==> config.mk <==
export PLATFORM = sky130hd
export DESIGN_NAME = lane_pipe_chain
export DESIGN_NICKNAME = d
export VERILOG_FILES = /design/src/rtl/lane_pipe_chain.sv
export SDC_FILE = /design/constraint.sdc
export NUM_CORES = 1
export LEC_CHECK = 0
export BUFFER_PORTS_ARGS = -buffer_cell sky130_fd_sc_hd__clkbuf_2
export CAP_MARGIN = 20
export CORE_AREA = 8 8 254 256
export CTS_CLUSTER_DIAMETER = 80
export DETAILED_ROUTE_END_ITERATION = 6
export DIE_AREA = 0 0 262 264
export GPL_TIMING_DRIVEN = 1
export PLACE_DENSITY = 0.77
export SETUP_SLACK_MARGIN = 0.5
export SKIP_CTS_REPAIR_TIMING = 1
export SYNTH_ARGS = -nofsm -noshare
export SYNTH_HDL_FRONTEND = slang
export SYNTH_SLANG_ARGS = --single-unit
==> constraint.sdc <==
create_clock -name clock_i -period 2.17 [get_ports clock_i]
set_input_delay 0.434 -clock clock_i [delete_from_list [all_inputs] [get_ports clock_i]]
set_output_delay 0.434 -clock clock_i [all_outputs]
set_load 0.03 [all_outputs]
==> src/rtl/lane_pipe_chain.sv <==
// lane_pipe_chain
//   Multi-lane in-order pipeline register chain: DEPTH stages x LANES slots,
//   each slot carrying valid, PC and payload. Sits between decode and
//   writeback and replaces the individual issue/exec/lsu/wb buffers.
//
//   Lane 0 is the oldest slot of a stage, higher lane indices are younger.
//   Stage 0 is the entry stage, stage DEPTH-1 drives the outputs.
//
// Ports
//   clock_i          core clock, all state updates on rising edge
//   reset_i          synchronous active-high reset, overrides everything
//   we_i             global advance
//   in_valid_i       entry slot valid, bit l = lane l
//   in_pc_i          entry PCs, lane l at [l*PC_W +: PC_W]
//   in_data_i        entry payloads, lane l at [l*DATA_W +: DATA_W]
//   hold_i           per-lane entry hold (stage 0 keeps, stage 1 gets a bubble)
//   redirect_i       mispredict resolved in REDIRECT_STG
//   redirect_lane_i  lane holding the mispredicted branch
//   stage_valid_o    valid of every slot, stage s lane l at bit s*LANES+l
//   out_valid_o      valid of stage DEPTH-1
//   out_pc_o         PCs of stage DEPTH-1
//   out_data_o       payloads of stage DEPTH-1
//   retired_cnt_o    count of valid slots leaving stage DEPTH-1 (wraps)
//
// Handshake: there is no per-slot ready. we_i is the single advance strobe;
// a slot is considered consumed by the backend on any edge where we_i=1 and
// its out_valid_o bit is set. Consumers must qualify PC/data with valid,
// since flushed and bubble slots keep stale PC/data.
module lane_pipe_chain #(
  parameter int LANES        = 2,
  parameter int DEPTH        = 4,
  parameter int DATA_W       = 64,
  parameter int PC_W         = 32,
  parameter int REDIRECT_STG = 1,
  parameter int LANE_W       = (LANES > 1) ? $clog2(LANES) : 1
) (
  input  logic                     clock_i,
  input  logic                     reset_i,
  input  logic                     we_i,
  input  logic [LANES-1:0]         in_valid_i,
  input  logic [LANES*PC_W-1:0]    in_pc_i,
  input  logic [LANES*DATA_W-1:0]  in_data_i,
  input  logic [LANES-1:0]         hold_i,
  input  logic                     redirect_i,
  input  logic [LANE_W-1:0]        redirect_lane_i,
  output logic [DEPTH*LANES-1:0]   stage_valid_o,
  output logic [LANES-1:0]         out_valid_o,
  output logic [LANES*PC_W-1:0]    out_pc_o,
  output logic [LANES*DATA_W-1:0]  out_data_o,
  output logic [31:0]              retired_cnt_o
);

  logic              valid_q [DEPTH][LANES];
  logic              valid_d [DEPTH][LANES];
  logic [PC_W-1:0]   pc_q    [DEPTH][LANES];
  logic [PC_W-1:0]   pc_d    [DEPTH][LANES];
  logic [DATA_W-1:0] data_q  [DEPTH][LANES];
  logic [DATA_W-1:0] data_d  [DEPTH][LANES];
  logic [31:0]       retired_cnt_q;
  logic [31:0]       retired_cnt_d;
  logic [31:0]       out_pop;

  // Next-state for every slot. Default is "hold"; advance, hold bubbles and
  // redirect kills are layered on top.
  always_comb begin
    valid_d = valid_q;
    pc_d    = pc_q;
    data_d  = data_q;
    for (int s = 0; s < DEPTH; s++) begin
      for (int l = 0; l < LANES; l++) begin
        int   src;
        logic kill_lane;
        src       = (s > 0) ? s - 1 : 0;
        // Lanes younger than the branch lane. An out-of-range lane index
        // naturally kills nothing.
        kill_lane = redirect_i && (LANE_W'(l) > redirect_lane_i);
        if (we_i) begin
          if (s == 0) begin
            if (redirect_i) begin
              // Entry never loads on a redirect. With a single stage the
              // slot stays put, so only the younger-lane kill applies;
              // otherwise its contents moved on and the entry empties.
              if (DEPTH == 1) begin
                if (kill_lane) valid_d[0][l] = 1'b0;
              end else begin
                valid_d[0][l] = 1'b0;
              end
            end else if (!hold_i[l]) begin
              valid_d[0][l] = in_valid_i[l];
              pc_d[0][l]    = in_pc_i[l*PC_W +: PC_W];
              data_d[0][l]  = in_data_i[l*DATA_W +: DATA_W];
            end
          end else begin
            valid_d[s][l] = valid_q[src][l];
            pc_d[s][l]    = pc_q[src][l];
            data_d[s][l]  = data_q[src][l];
            if (redirect_i && (s <= REDIRECT_STG)) begin
              // Fed by a stage that is being flushed.
              valid_d[s][l] = 1'b0;
            end else if (redirect_i && (s == REDIRECT_STG + 1) && kill_lane) begin
              valid_d[s][l] = 1'b0;
            end else if (!redirect_i && (s == 1) && hold_i[l]) begin
              // Held entry lane leaves a bubble behind it.
              valid_d[s][l] = 1'b0;
            end
          end
        end else if (redirect_i) begin
          if (s < REDIRECT_STG) begin
            valid_d[s][l] = 1'b0;
          end else if ((s == REDIRECT_STG) && kill_lane) begin
            valid_d[s][l] = 1'b0;
          end
        end
      end
    end
  end

  // Retirement: every valid output slot on an advancing edge.
  always_comb begin
    out_pop = '0;
    for (int l = 0; l < LANES; l++) begin
      out_pop = out_pop + 32'(valid_q[DEPTH-1][l]);
    end
    retired_cnt_d = we_i ? (retired_cnt_q + out_pop) : retired_cnt_q;
  end

  always_ff @(posedge clock_i) begin
    if (reset_i) begin
      for (int s = 0; s < DEPTH; s++) begin
        for (int l = 0; l < LANES; l++) begin
          valid_q[s][l] <= 1'b0;
          pc_q[s][l]    <= '0;
          data_q[s][l]  <= '0;
        end
      end
      retired_cnt_q <= '0;
    end else begin
      for (int s = 0; s < DEPTH; s++) begin
        for (int l = 0; l < LANES; l++) begin
          valid_q[s][l] <= valid_d[s][l];
          pc_q[s][l]    <= pc_d[s][l];
          data_q[s][l]  <= data_d[s][l];
        end
      end
      retired_cnt_q <= retired_cnt_d;
    end
  end

  always_comb begin
    stage_valid_o = '0;
    out_valid_o   = '0;
    out_pc_o      = '0;
    out_data_o    = '0;
    for (int s = 0; s < DEPTH; s++) begin
      for (int l = 0; l < LANES; l++) begin
        stage_valid_o[s*LANES + l] = valid_q[s][l];
      end
    end
    for (int l = 0; l < LANES; l++) begin
      out_valid_o[l]                = valid_q[DEPTH-1][l];
      out_pc_o[l*PC_W +: PC_W]      = pc_q[DEPTH-1][l];
      out_data_o[l*DATA_W +: DATA_W] = data_q[DEPTH-1][l];
    end
  end

  assign retired_cnt_o = retired_cnt_q;

endmodule
# == After elaboration in Yosys (flattened, before gate mapping) ==
# Index checks and enable logic that the tools add are counted.
# totals
register_bits,808
in_bits,201
output_inout_bits,234
elab_cells,69
# classes
add_sub_neg,2
n_lt_le_gt_ge,2
n_eq_ne,2
n_mux,19
bitwise,3
n_reduce_logical,16
# ops
operator,n
adder 32 x 2 -> 32 bit,1
two-way mux 1 bit,19
AND reduction 2 bit,4
logical AND 1 bit,6
AND reduction 3 bit,2
nonzero test 2 bit,3
"!= test 2 x 1 -> 1 bit, second input constant",2
inverter 1 bit,3
adder 1 x 1 -> 2 bit,1
"> comparator 1 bit, first input constant",2
logical NOT 1 bit,1

# == Longest topological paths before layout ==
# Gate-level depths: netlist of run 1.
# logic_depth
depth_word,5
depth_mapped,10
mapped_depth_nobuf,8

# == Least setup slack after synthesis of run 1 ==
# Ideal clock, no wire load.
# synth_timing
path_kind,register to register
start,register valid_q (netlist bit out_valid_o[0])
end,"register retired_cnt_q[22], in the netlist retired_cnt_o[22]"
setup_ns,0.070
arrival_time_ns,2.540
required_ns,2.100
path_slack_ns,-0.440
path_stages_with_launch,11
n_path_buf,2
synth_period_minus_slack_ns,2.610
cell_sequence,dfxtp_1 -> inv_1 -> fa_1 -> inv_1 -> ha_1 -> and4_1 -> clkbuf_1 -> nand4_1 -> clkbuf_1 -> or3_1 -> a21oi_1
# synth_via
elab_chain_cells,2
# synth_rtl
item,line,source
"start, declared",53,logic valid_q [DEPTH][LANES];
"start signal, assigned by index",140,valid_q[s][l] <= valid_d[s][l];
adder 1 x 1 -> 2 bit,122,out_pop = out_pop + 32'(valid_q[DEPTH-1][l]);
adder 32 x 2 -> 32 bit,124,retired_cnt_d = we_i ? (retired_cnt_q + out_pop) : retired_cnt_q;
"end signal, assigned",145,retired_cnt_q <= retired_cnt_d;
"end, declared",59,logic [31:0] retired_cnt_q;
# Every way passes these cells.
# A chain may end at the register's enable or synchronous reset.

# == Worst setup path in the final report of run 1 ==
# layout_timing
start,register valid_q (netlist bit out_valid_o[0])
end,"register retired_cnt_q[21], in the netlist retired_cnt_o[21]"
# Same word-level chain as after synthesis.

==> results of run 1 <==
## layout make-up
class	instances	area [um^2]	share of cell area
clock inverter	33	450	0.0128
tap	790	988	0.0282
inverter	8	30.0	0.000856
multi-input combinational	1887	11500	0.328
clock buffer	112	2300	0.0657
antenna	1	2.50	0.0000713
timing repair buffer	519	3570	0.102
sequential	808	16200	0.463
## cell usage after synthesis, types with 3 or more instances
master / number / area share
buf_2: 25 / 0.0042
nor2_1: 592 / 0.075
nand3_1: 8 / 0.0013
xnor2_1: 3 / 0.00088
and4_1: 4 / 0.0012
buf_1: 37 / 0.0047
clkbuf_1: 143 / 0.018
nand4_1: 7 / 0.0015
nor3_1: 3 / 0.00050
or4_1: 18 / 0.0045
mux2i_1: 582 / 0.20
dfxtp_1: 808 / 0.54
nand2_1: 400 / 0.050
o31ai_1: 17 / 0.0043
a21oi_1: 216 / 0.036
nor2b_1: 3 / 0.00063
or3_1: 5 / 0.0010
xor2_1: 5 / 0.0015
inv_1: 8 / 0.0010
buf_4: 194 / 0.049
and2_1: 5 / 0.0010
o21ai_0: 5 / 0.00084
## cell usage in the layout (no fill, tap or decap), types with 3 or more instances in the layout
cell / count
dfxtp_1: 762
nor2_1: 592
mux2i_1: 582
nand2_1: 397
clkbuf_2: 280
a21oi_1: 206
buf_4: 114
clkbuf_16: 82
clkbuf_4: 43
dfxtp_2: 40
buf_2: 27
buf_12: 26
buf_6: 24
clkbuf_1: 16
o31ai_1: 15
clkbuf_8: 14
clkinv_2: 14
or4_1: 11
or4_4: 10
a21oi_2: 10
nand4_1: 7
nand3_1: 7
inv_1: 6
bufinv_16: 6
dfxtp_4: 6
or3_1: 5
xor2_1: 5
inv_6: 5
o21ai_0: 4
and4_1: 3
and2_1: 3
xnor2_1: 3
clkinv_16: 3
clkinv_4: 3
buf_8: 3
## per-stage QoR
step,setup TNS (ns),cell area (um^2),hold slack [ns]
global route,-1.93,35100,0.00732
global placement,-0.0306,31600,0.442
finish,-0.743,35100,0.0270
floorplan,-0.318,29900,0.436
detailed placement,-0.0477,31600,0.445
CTS,-0.162,34400,-0.0245
## sequential cells by signal, summed over array words and instances, names as in the netlist
name           flops
data_q           384
pc_q             192
out_data_o       128
out_pc_o          64
retired_cnt_o     32
stage_valid_o      6
out_valid_o        2
## where the power goes
group | switching, mW | internal [mW] | leakage, nW | total (mW)
combinational | 0.885 | 0.632 | 7.60 | 1.52
clock | 5.92 | 8.26 | 1.36 | 14.2
sequential | 0.111 | 15.0 | 6.55 | 15.1
total | 6.92 | 23.9 | 15.5 | 30.8
## path summary, 6_finish.rpt
check / startpoint / to
max: out_valid_o[0] / retired_cnt_o[21]
min: in_data_i[91] / data_q[411]
max reg2reg: out_valid_o[0] / retired_cnt_o[21]
min reg2reg: data_q[404] / data_q[404]
## metal layers
metal | wire (um) | share of wire | vias up
met3 | 3860 | 0.057 | 135
met1 | 29500 | 0.43 | 9800
met5 | 15 | 0.00022 | -
met2 | 32200 | 0.48 | 521
li1 | - | - | 10500
met4 | 2210 | 0.033 | 2
## critical path: stages, from the launching register on
cell	delay, ns
dfxtp_4	0.35
inv_2	0.04
fa_2	0.39
nand4b_4	0.19
buf_4	0.16
or4_4	0.52
o31ai_1	0.43
a21oi_2	0.12
## cell families (layout without fill, tap and decap cells)
family,Yosys count,count (layout),synth area share
other cells,0,1,0
mux,582,582,0.196
compound gates,241,241,0.0422
xor+xnor,8,8,0.00235
simple gates,1052,1054,0.139
flops,808,808,0.543
buf+inv,408,672,0.0771
fa+ha+maj,2,2,0.00109
==> flow_summary.ini, run 1 <==
[outcome]
status = finished with violations
violations = setup timing

[power]
vdd.ir_drop.worst_v = 0.000717
power_mw = 30.8
cellPowerDensity_nw_per_um2 = 879
p_leak_nw = 15.5

[worst_setup_path]
crit_path_max_fanout = 11
cp-end-kind = register
reg2reg_depth = 7
worst_ep_required_time_ns = 2.66
setup.worst_path.class = reg2reg
start_kind = register
arrival_ns = 2.81
rrSetupSlack_ns = -0.15

[cts]
clock_path_buffers = 3
cts.sinks = 808
path_clk_slew_ns = 0.06
numCtsBuffers = 82
clkLatencyLatePin_ns = 0.62
cts_tree = built
cts_root_buf = clkbuf_16
htree_levels = 3

[sta]
rsz0062_at_grt = yes
hold_viol_final = 0
finalSetupViolations = 16
period_needed_ns = 2.32
skew_ns = 0.0404
worst_slew_pin_slew_ns = 0.807
fmax_ghz = 0.431
relSlewSlack = 0.462
fin_crit_sh = 1.07
layout_setup_ws_ns = -0.151
maxSlewViolCount = 0

[logic_synthesis]
syn_nets = 3304
avgSynthCellArea_um2 = 9.61
async_flop_share = 0
synth.distinct_cells = 35
ys_warn_count = 0
syn_inst = 3101
synthFlopType = dfxtp_1
synth_seq_cells = 808
seq_area_frac_synth = 0.543
syn_area_um2 = 29800
synth_edf_count = 0

[floorplanning]
core_um2 = 60800
start_util = 0.490
die_area_um2 = 69200
die_height_um = 264
io_pins = 435
std_cell_rows = 91
die_w_um = 262

[grt]
track_usage = 0.184
grt_pass1_wl_um = 105000
antenna_found_initial = 3
met3_usage = 0.0434
grt_max_degree = 117
grt_pass1_vias = 20100
top_usage_layer = met2
use_met2 = 0.302
use_met1 = 0.233
gr-total-overflow = 0

[worst_hold_path]
hold_class = in2reg
hold-path-cell-count = 3

[route]
avgRoutedWirePerCell_um = 16.3
viasPerCell = 5.04
drc = 0
drt_iter0_markers = 1383
drt_pre_antenna_iters = 5
antenna_left = 0
route.vias.total = 20900
drt_wl_total_um = 67800

[layout]
utilization = 0.577
instances_no_fill = 4158
drive_gt1_frac = 0.217
fillers = 5087
syn_to_final_growth_pct = 17.8
nets = 3509

[place]
dp_hpwl_um = 44700
port_buffers = 434
place_congestion = 0.805
place_inst = 3994
pre_cts_ws_ns = -0.0205

[job]
cap_violations = 0
Note: power is estimated with default switching activity, not from simulation.
==> run 2: changes to the inputs <==
--- a/config.mk
+++ b/config.mk
@@ -7,12 +7,12 @@
 export LEC_CHECK = 0
 export BUFFER_PORTS_ARGS = -buffer_cell sky130_fd_sc_hd__clkbuf_2
 export CAP_MARGIN = 20
-export CORE_AREA = 8 8 254 256
+export CORE_AREA = 8 8 238 240
 export CTS_CLUSTER_DIAMETER = 80
 export DETAILED_ROUTE_END_ITERATION = 6
-export DIE_AREA = 0 0 262 264
+export DIE_AREA = 0 0 246 248
 export GPL_TIMING_DRIVEN = 1
-export PLACE_DENSITY = 0.77
+export PLACE_DENSITY = 0.83
 export SETUP_SLACK_MARGIN = 0.5
 export SKIP_CTS_REPAIR_TIMING = 1
 export SYNTH_ARGS = -nofsm -noshare
==> constraint.sdc (replaced) <==
create_clock -name clock_i -period 2.5 [get_ports clock_i]
set_input_delay 0.125 -clock clock_i [delete_from_list [all_inputs] [get_ports clock_i]]
set_output_delay 0.125 -clock clock_i [all_outputs]
set_load 0.03 [all_outputs]
==> run 2 against run 1 <==
The run now ends clean. First-iteration DRC count grew 11%. Sequential cell count unchanged. Cell area grew 2.5%. Largest cell class unchanged.
==> flow_summary.ini, run 2 (synthesis results as in run 1) <==
[outcome]
status = finished clean

[sta]
rsz0062_at_grt = yes
period_needed_ns = 2.27
worst_slew_pin_slew_ns = 1.17
fin_crit_sh = 0.909
hold_viol_final = 0
relSlewSlack = 0.217
timing.hold.ws_ns = 0.00240
finalSetupViolations = 0
tns_ns = 0
fmax_ghz = 0.440
skew_ns = 0.0270
maxSlewViolCount = 0

[floorplanning]
die_area_um2 = 61000
io_pins = 435
core_um2 = 53100
start_util = 0.561
die_height_um = 248
die_w_um = 246
std_cell_rows = 85

[power]
p_leak_nw = 15.9
power_mw = 26.7
vdd.ir_drop.worst_v = 0.000665
cellPowerDensity_nw_per_um2 = 743

[route]
route.vias.total = 22600
drt_iter0_markers = 1532
viasPerCell = 5.36
drt_wl_total_um = 77000
drt_pre_antenna_iters = 5
drc = 0
avgRoutedWirePerCell_um = 18.2
antenna_left = 0

[cts]
htree_levels = 3
cts_tree = built
path_clk_slew_ns = 0.06
cts.sinks = 808
clkLatencyLatePin_ns = 0.61
numCtsBuffers = 78
clock_path_buffers = 3
cts_root_buf = clkbuf_16

[layout]
finalInstanceArea_um2 = 36000
syn_to_final_growth_pct = 20.7
final_cell_mix = 805 x dfxtp_1, 592 x nor2_1, 582 x mux2i_1
largest_reg_flops = 384
drive_gt1_frac = 0.180
fillers = 3545
final_common_cell = dfxtp_1
utilization = 0.678
largest_register = data_q
nets = 3666

[place]
dp_hpwl_um = 42900
place_congestion = 0.815
dpl_cell_area_um2 = 31200
port_buffers = 434

[job]
cap_violations = 0

[worst_setup_path]
critical-path-max-stage-delay_ns = 0.63
r2r-end = retired_cnt_o[31]
reg2reg_depth = 6
crit_path_max_fanout = 6
cpMaxStageDelayCell = or4_4
start_kind = register
crit_family = simple AND/OR/NAND/NOR gates
cp-end-kind = register
crit_chain = inv_2 > fa_2 > nand4b_4 > or4_4 > or4_1 > a21oi_1
rrSetupSlack_ns = 0.23
arrival_ns = 2.79
setup.worst_path.class = reg2reg
r2r_start = retired_cnt_o[0]
critPathBufInv = 1
worst_ep_required_time_ns = 3.02

[grt]
track_usage = 0.205
antenna_found_initial = 3
grt_pass1_vias = 20300
grt_max_degree = 150
gr-total-overflow = 0
grt_pass1_wl_um = 104000

[worst_hold_path]
holdPathEnd = pc_q[78]
hold_class = in2reg
min_from = reset_i
hold-path-cell-count = 2
[run 2: cell types whose count changed in the layout (fill, tap and decap cells not counted), moves of 40 or more]
cell and change:
buf_4 -90, clkbuf_2 +152, clkbuf_4 -43, dfxtp_1 +43, dfxtp_2 -40, dlygate4sd3_1 +196
[run 2: final cells by class]
cell class	count	area (um^2)	share of cell area
multi-input combinational	1889	11500	0.319
timing repair buffer	678	4790	0.133
inverter	8	30.0	0.000835
antenna	3	7.51	0.000209
clock buffer	113	2250	0.0627
sequential	808	16200	0.450
clock inverter	27	362	0.0101
tap	696	871	0.0242
[run 2: worst reg2reg max path: stages, from the launching register on]
cell	delay, ns
dfxtp_4	0.34
inv_2	0.04
fa_2	0.39
nand4b_4	0.23
or4_4	0.63
or4_1	0.42
a21oi_1	0.15
[run 2: stage by stage]
stage | setup WS, ns | cells
after detailed placement | 0.223 | 3870
after global routing | 0.171 | 4221
after global placement | 0.241 | 3870
after CTS | 0.216 | 4010
final | 0.229 | 4222
after floorplan | 0.296 | 3101
[run 2: where the power goes]
part	switching [mW]	leakage [nW]	total, mW	internal, mW
registers	0.107	6.53	13.2	13.1
clock network	4.94	1.29	12.0	7.03
logic	0.858	8.07	1.59	0.729
total	5.91	15.9	26.7	20.8
[run 2: routing by layer]
| layer | up-vias | track usage | wire, um |
|---|---|---|---|
| met5 | - | 0 | 0 |
| met4 | 0 | 0.0725 | 3260 |
| met3 | 244 | 0.0538 | 5450 |
| met2 | 848 | 0.341 | 38400 |
| met1 | 10800 | 0.255 | 29900 |
| li1 | 10800 | - | - |
[run 2: worst max path at each step]
stage / endpoint / start / cells past startpoint / slack (ns)
after floorplan: retired_cnt_o[27] / retired_cnt_o[0] / 8 / 0.30
after global placement: retired_cnt_o[27] / retired_cnt_o[0] / 6 / 0.24
after detailed placement: retired_cnt_o[27] / retired_cnt_o[0] / 6 / 0.22
after CTS: retired_cnt_o[31] / retired_cnt_o[0] / 6 / 0.22
after global routing: retired_cnt_o[30] / retired_cnt_o[0] / 9 / 0.17
final: retired_cnt_o[31] / retired_cnt_o[0] / 6 / 0.23
